File: src/rtl/seq_pkg.sv
// seq_pkg: shared FSM states, default sizes and timeout counter width for program_sequencer
package seq_pkg;
  typedef enum logic [2:0] {IDLE, FETCH, ISSUE, WAIT, PAUSE, ERROR} state_t;
  localparam int W_DEF = 16;
  localparam int AW_DEF = 5;
  localparam int DEPTH_DEF = 2 ** AW_DEF;
  localparam int TIMEOUT_DEF = 255;
  function automatic int tcw(input int timeout);
    return $clog2(timeout + 1);
  endfunction
  localparam int TCW_DEF = tcw(TIMEOUT_DEF);
endpackage

File: src/rtl/prog_rom.sv
// prog_rom: single-port DEPTHxW program memory, synchronous write, registered write-first read
// Ports: clk; rst_n clears only the read register; we/re share addr; wdata in; rdata registered out.
module prog_rom import seq_pkg::*; #(
  parameter int W = W_DEF,
  parameter int DEPTH = DEPTH_DEF,
  parameter int AW = AW_DEF
) (
  input  logic          clk,
  input  logic          rst_n,
  input  logic          we,
  input  logic          re,
  input  logic [AW-1:0] addr,
  input  logic [W-1:0]  wdata,
  output logic [W-1:0]  rdata
);
  logic [W-1:0] mem [DEPTH];
  always_ff @(posedge clk)
    if (we) mem[addr] <= wdata;
  // rdata only changes on a read, so it holds the last fetched word indefinitely
  always_ff @(posedge clk or negedge rst_n)
    if (!rst_n) rdata <= '0;
    else if (re) rdata <= we ? wdata : mem[addr];
endmodule

File: src/rtl/program_sequencer.sv
// program_sequencer: feeds a processor one program word per run strobe, waiting for done between words
// Ports: clk_50MHz, reset_n (async, active-low); start/abort pulses; prog_len words per run;
//        prog_we/prog_addr/prog_data load memory (IDLE/ERROR only); proc_done from processor;
//        DIN/run to processor; busy, prog_done pulse, sticky err, pc.
// Build option SEQ_STEP_EN: adds input step and a PAUSE state between words.
module program_sequencer import seq_pkg::*; #(
  parameter int W = W_DEF,
  parameter int DEPTH = DEPTH_DEF,
  parameter int AW = AW_DEF,
  parameter int TIMEOUT = TIMEOUT_DEF
) (
  input  logic          clk_50MHz,
  input  logic          reset_n,
  input  logic          start,
  input  logic          abort,
  input  logic [AW:0]   prog_len,
  input  logic          prog_we,
  input  logic [AW-1:0] prog_addr,
  input  logic [W-1:0]  prog_data,
  input  logic          proc_done,
`ifdef SEQ_STEP_EN
  input  logic          step,
`endif
  output logic [W-1:0]  DIN,
  output logic          run,
  output logic          busy,
  output logic          prog_done,
  output logic          err,
  output logic [AW-1:0] pc
);
  localparam int TW = tcw(TIMEOUT);
`ifdef SEQ_STEP_EN
  localparam state_t NEXT_WORD = PAUSE;
`else
  localparam state_t NEXT_WORD = FETCH;
`endif
  state_t state, nxt;
  logic [AW:0] len;
  logic [TW-1:0] cnt;
  logic idle_like, accept, last, timeout, mem_we, advance;
  assign idle_like = state == IDLE || state == ERROR;
  assign accept = idle_like && start && !abort;
  assign last = {1'b0, pc} == len - 1'b1;
  assign timeout = cnt == TW'(TIMEOUT);
  assign mem_we = prog_we && idle_like;
  assign advance = state == WAIT && proc_done && !abort && !last;
  assign busy = state != IDLE;
  // DIN is the memory read register: loaded only in FETCH, so it is valid in ISSUE and held afterwards
  prog_rom #(.W(W), .DEPTH(DEPTH), .AW(AW)) u_rom (
    .clk(clk_50MHz),
    .rst_n(reset_n),
    .we(mem_we),
    .re(state == FETCH),
    .addr(mem_we ? prog_addr : pc),
    .wdata(prog_data),
    .rdata(DIN)
  );
  always_comb begin
    nxt = state;
    if (abort) nxt = IDLE;
    else
      case (state)
        IDLE, ERROR: nxt = accept ? (prog_len == '0 ? IDLE : FETCH) : state;
        FETCH:       nxt = ISSUE;
        ISSUE:       nxt = WAIT;
        WAIT:        nxt = proc_done ? (last ? IDLE : NEXT_WORD) : timeout ? ERROR : WAIT;
`ifdef SEQ_STEP_EN
        PAUSE:       nxt = step ? FETCH : PAUSE;
`endif
        default:     nxt = IDLE;
      endcase
  end
  always_ff @(posedge clk_50MHz or negedge reset_n)
    if (!reset_n) begin
      state <= IDLE;
      len <= '0;
      pc <= '0;
      cnt <= '0;
      run <= 1'b0;
      prog_done <= 1'b0;
      err <= 1'b0;
    end else begin
      state <= nxt;
      run <= state == FETCH && nxt == ISSUE;
      prog_done <= (accept && prog_len == '0) || (state == WAIT && proc_done && last && !abort);
      cnt <= state == WAIT ? cnt + 1'b1 : '0;
      if (accept) begin
        len <= prog_len;
        pc <= '0;
        err <= 1'b0;
      end
      if (advance) pc <= pc + 1'b1;
      if (state == WAIT && nxt == ERROR) err <= 1'b1;
    end
endmodule

File: config.mk
export PLATFORM = sky130hd
export DESIGN_NAME = program_sequencer
export DESIGN_NICKNAME = d
export VERILOG_FILES = /design/src/rtl/seq_pkg.sv /design/src/rtl/prog_rom.sv /design/src/rtl/program_sequencer.sv
export SDC_FILE = /design/constraint.sdc
export NUM_CORES = 1
export LEC_CHECK = 0
export CAP_MARGIN = 20
export CORE_MARGIN = 5
export CORE_UTILIZATION = 35
export DETAILED_ROUTE_END_ITERATION = 8
export GPL_TIMING_DRIVEN = 0
export PLACE_DENSITY = 0.52
export SYNTH_ARGS = -nofsm -noshare
export SYNTH_HDL_FRONTEND = slang
export SYNTH_HIERARCHICAL = 1
export SYNTH_SLANG_ARGS = --single-unit
export TNS_END_PERCENT = 20
File: constraint.sdc
create_clock -name clk_50MHz -period 8.1 [get_ports clk_50MHz]
set_clock_uncertainty 0.2 [all_clocks]
set_input_delay 1.215 -clock clk_50MHz [delete_from_list [all_inputs] [get_ports clk_50MHz]]
set_output_delay 1.215 -clock clk_50MHz [all_outputs]
set_load 0.05 [all_outputs]
==> metrics.cfg <==
[outcome]
run_status=finished clean

[cts]
post_cts_resized=0
h-tree-depth=2
cts.path.max_buffers=3
clock-root-buffer=clkbuf_16
clkTransAtPathRegs_ps=60
cts_tree=done
ctsHoldBuffers=0
cts_buffers=58
clk-insertion-delay-late_ps=610
clock_sinks=553
post-cts-setup-buffer-count=0

[drt]
finalWirelength_um=61960
wire_per_inst_um=27.43
viasPerCell=5.369
postRouteAntennaNets=0
drc=0
drt_iter0_markers=1140
vias=12130
drt_pre_antenna_iters=5

[run]
cap_viol_max_count=0

[synthesis]
synth_area_mm2=0.02207
ys_seq_area_frac=0.7433
synth_edf_count=512
yosysTopAreaCell=edfxtp_1
synth_area_leaders=edfxtp_1 70%, mux4_2 6.4%, mux2i_1 5.0%
synth_warnings=6
syn_nets=1233
avgSynthCellArea_um2=18.43
ys_types=73
ys.flop_type=edfxtp_1
async_flop_share=0.07414
syn_inst=1197
yosys_register_bits=553
synth_top_area_frac=0.6968

[setup_path]
required_ps=8210
reg2reg_from=state[2]
rrSetupSlack_ps=3140
start_kind=input port
arrival_ps=5330
crit_fanout=10
path_cells=clkdlybuf4s50_1 > nor3b_2 > mux2_2 > buf_4 > buf_2 > buf_2 > nand3_1 > nor3_2 > buf_6
endpoint_kind=register
reg2reg_depth=10
path_class=in2reg
r2r-end=u_rom/mem[11][13]
cpPeakStageDelay_ps=950
slowest_stage=nor3_2
cp-startpoint=prog_we
path_common_cell=buf_2

[global_routing]
overflow=0
grt_usage=0.1815
grt_pass1_vias=12070
grt_pass1_wl_um=88910
grt_max_degree=34
antenna_found_initial=0

[sta]
tightest_slew_ps=1087
setup_viol=0
hold_violations=0
final-max-slew-violation-count=0
min_period_ps=5221
rsz0062_at_grt=false
slew_headroom=0.2737
fin_setup_tns_ps=0
fmax_mhz=191.5
post-route-period-util=0.6446

[floorplan]
initial_utilization=0.3517
rows=92
die_h_um=261.1
core_area_mm2=0.06274
ios=58
die_x_um=261.1
die_area_mm2=0.06817

[placement]
hpwl_um=43110
finalWeightedCongestion=0.8719
io_buffer_count=57

[min_path]
whs_path_depth=1
min_from=cnt[0]
min_path_type=reg2reg
hold_end=cnt[0]

[layout]
nets=1399
fillers=5523
area_growth_pct=19.87
drive_gt1_frac=0.2224

[power]
total_power_mw=6.698
peakVddDrop_v=0.0001588
cellPowerDensity_mw_per_mm2=253.2
p_leak_nw=8.433

-- cell usage after synthesis, types with 3 or more instances --
master / count
nand3_1: 12
o2111ai_1: 3
a211oi_1: 6
buf_4: 12
buf_2: 31
a21oi_1: 20
inv_1: 8
a221o_1: 4
o221ai_1: 3
a31oi_1: 15
nor3_1: 9
and3_1: 4
mux4_1: 7
clkbuf_1: 14
dfrtp_1: 41
nor4_1: 15
o21ai_0: 37
xnor2_1: 8
mux2_2: 18
nand3b_1: 19
edfxtp_1: 512
nor2b_1: 5
ha_1: 3
a32o_1: 3
a22o_1: 8
nand2_1: 32
nor3b_1: 3
xor2_1: 5
a22oi_1: 11
buf_6: 6
nor2_1: 58
mux2i_1: 110
mux4_2: 63
nand2b_1: 9
o22ai_1: 38
-- metrics by stage --
| step | cells | worst slack (ps) | area (um^2) | utilization | hold slack [ps] |
|---|---|---|---|---|---|
| after floorplan | 1197 | 3320 | 22070 | - | 225.1 |
| after global placement | 2100 | 785.6 | 23700 | 0.3777 | 243.4 |
| after detailed placement | 2146 | 2217 | 24550 | 0.3913 | 255.5 |
| after CTS | 2255 | 2858 | 26370 | 0.4203 | 263.7 |
| after global routing | 2258 | 2628 | 26450 | 0.4216 | 271.8 |
| final | 2259 | 2879 | 26450 | 0.4216 | 263.8 |
-- sequential cells by signal (all words and copies together), names as in the netlist --
| name | cells |
|---|---|
| u_rom/mem | 512 |
| state | 3 |
| run | 1 |
| cnt | 8 |
| pc | 5 |
| len | 6 |
| u_rom/rdata | 16 |
| prog_done | 1 |
| err | 1 |
-- where the power goes --
group / switching, mW / internal (mW) / leakage (nW) / total [mW]
Combinational: 0.563 / 0.311 / 2.39 / 0.875
Sequential: 0.0675 / 3.19 / 5.15 / 3.26
Clock: 1.10 / 1.46 / 0.888 / 2.56
Total: 1.73 / 4.97 / 8.43 / 6.70
-- per-layer routing --
layer | track usage | part of all wire | vias up
met5 | 0 | 0 | -
met4 | 0.05898 | 0.034 | 0
met3 | 0.04126 | 0.071 | 100
met2 | 0.2792 | 0.46 | 419
met1 | 0.2585 | 0.44 | 6417
li1 | - | - | 5192
-- layout by cell type, fill, tap and decap left out, types with 29 or more instances in the layout --
master and instances:
buf_8 29, clkbuf_1 30, mux2i_1 110, o22ai_1 38, clkbuf_16 58, buf_2 36
nor2_1 30, mux4_2 63, o21ai_0 37, nand2_1 32, edfxtp_1 512, dfrtp_1 41
clkdlybuf4s50_1 53
-- cell type report --
type | instances | area [um^2] | area share
clock inverter | 33 | 277.8 | 0.01050
antenna | 1 | 2.502 | 0.00009461
tap | 846 | 1059 | 0.04002
sequential | 553 | 16400 | 0.6201
inverter | 8 | 30.03 | 0.001135
buffer | 67 | 417.9 | 0.01580
multi-input combinational | 569 | 5308 | 0.2007
clock buffer | 76 | 1539 | 0.05818
timing repair buffer | 106 | 1416 | 0.05355
-- worst max-delay path, delay by kind of cell --
kind,cells,cell delay (ps)
and+or+nand+nor,3,2000
muxes,1,320
buffers and inverters,5,1750
-- how the worst max path moves through the flow --
stage	endpoint	cells past startpoint
2_1_floorplan	u_rom/mem[8][0]	8
3_3_place_gp	u_rom/mem[10][9]	8
3_5_place_dp	u_rom/mem[11][9]	9
4_1_cts	u_rom/mem[11][13]	9
5_1_grt	u_rom/mem[11][13]	9
6_report	u_rom/mem[11][13]	9
-- logic make-up after synthesis --
kind of cell / Yosys count / synth area share
DFF: 553 / 0.7433
AOI/OAI and AO/OA: 163 / 0.04877
buffers and inverters: 75 / 0.02030
and+or+nand+nor: 190 / 0.04740
adders and majority gates: 3 / 0.001701
xor gates and xnor gates: 14 / 0.006181
muxes: 199 / 0.1324
(Power assumes the default switching activity.)
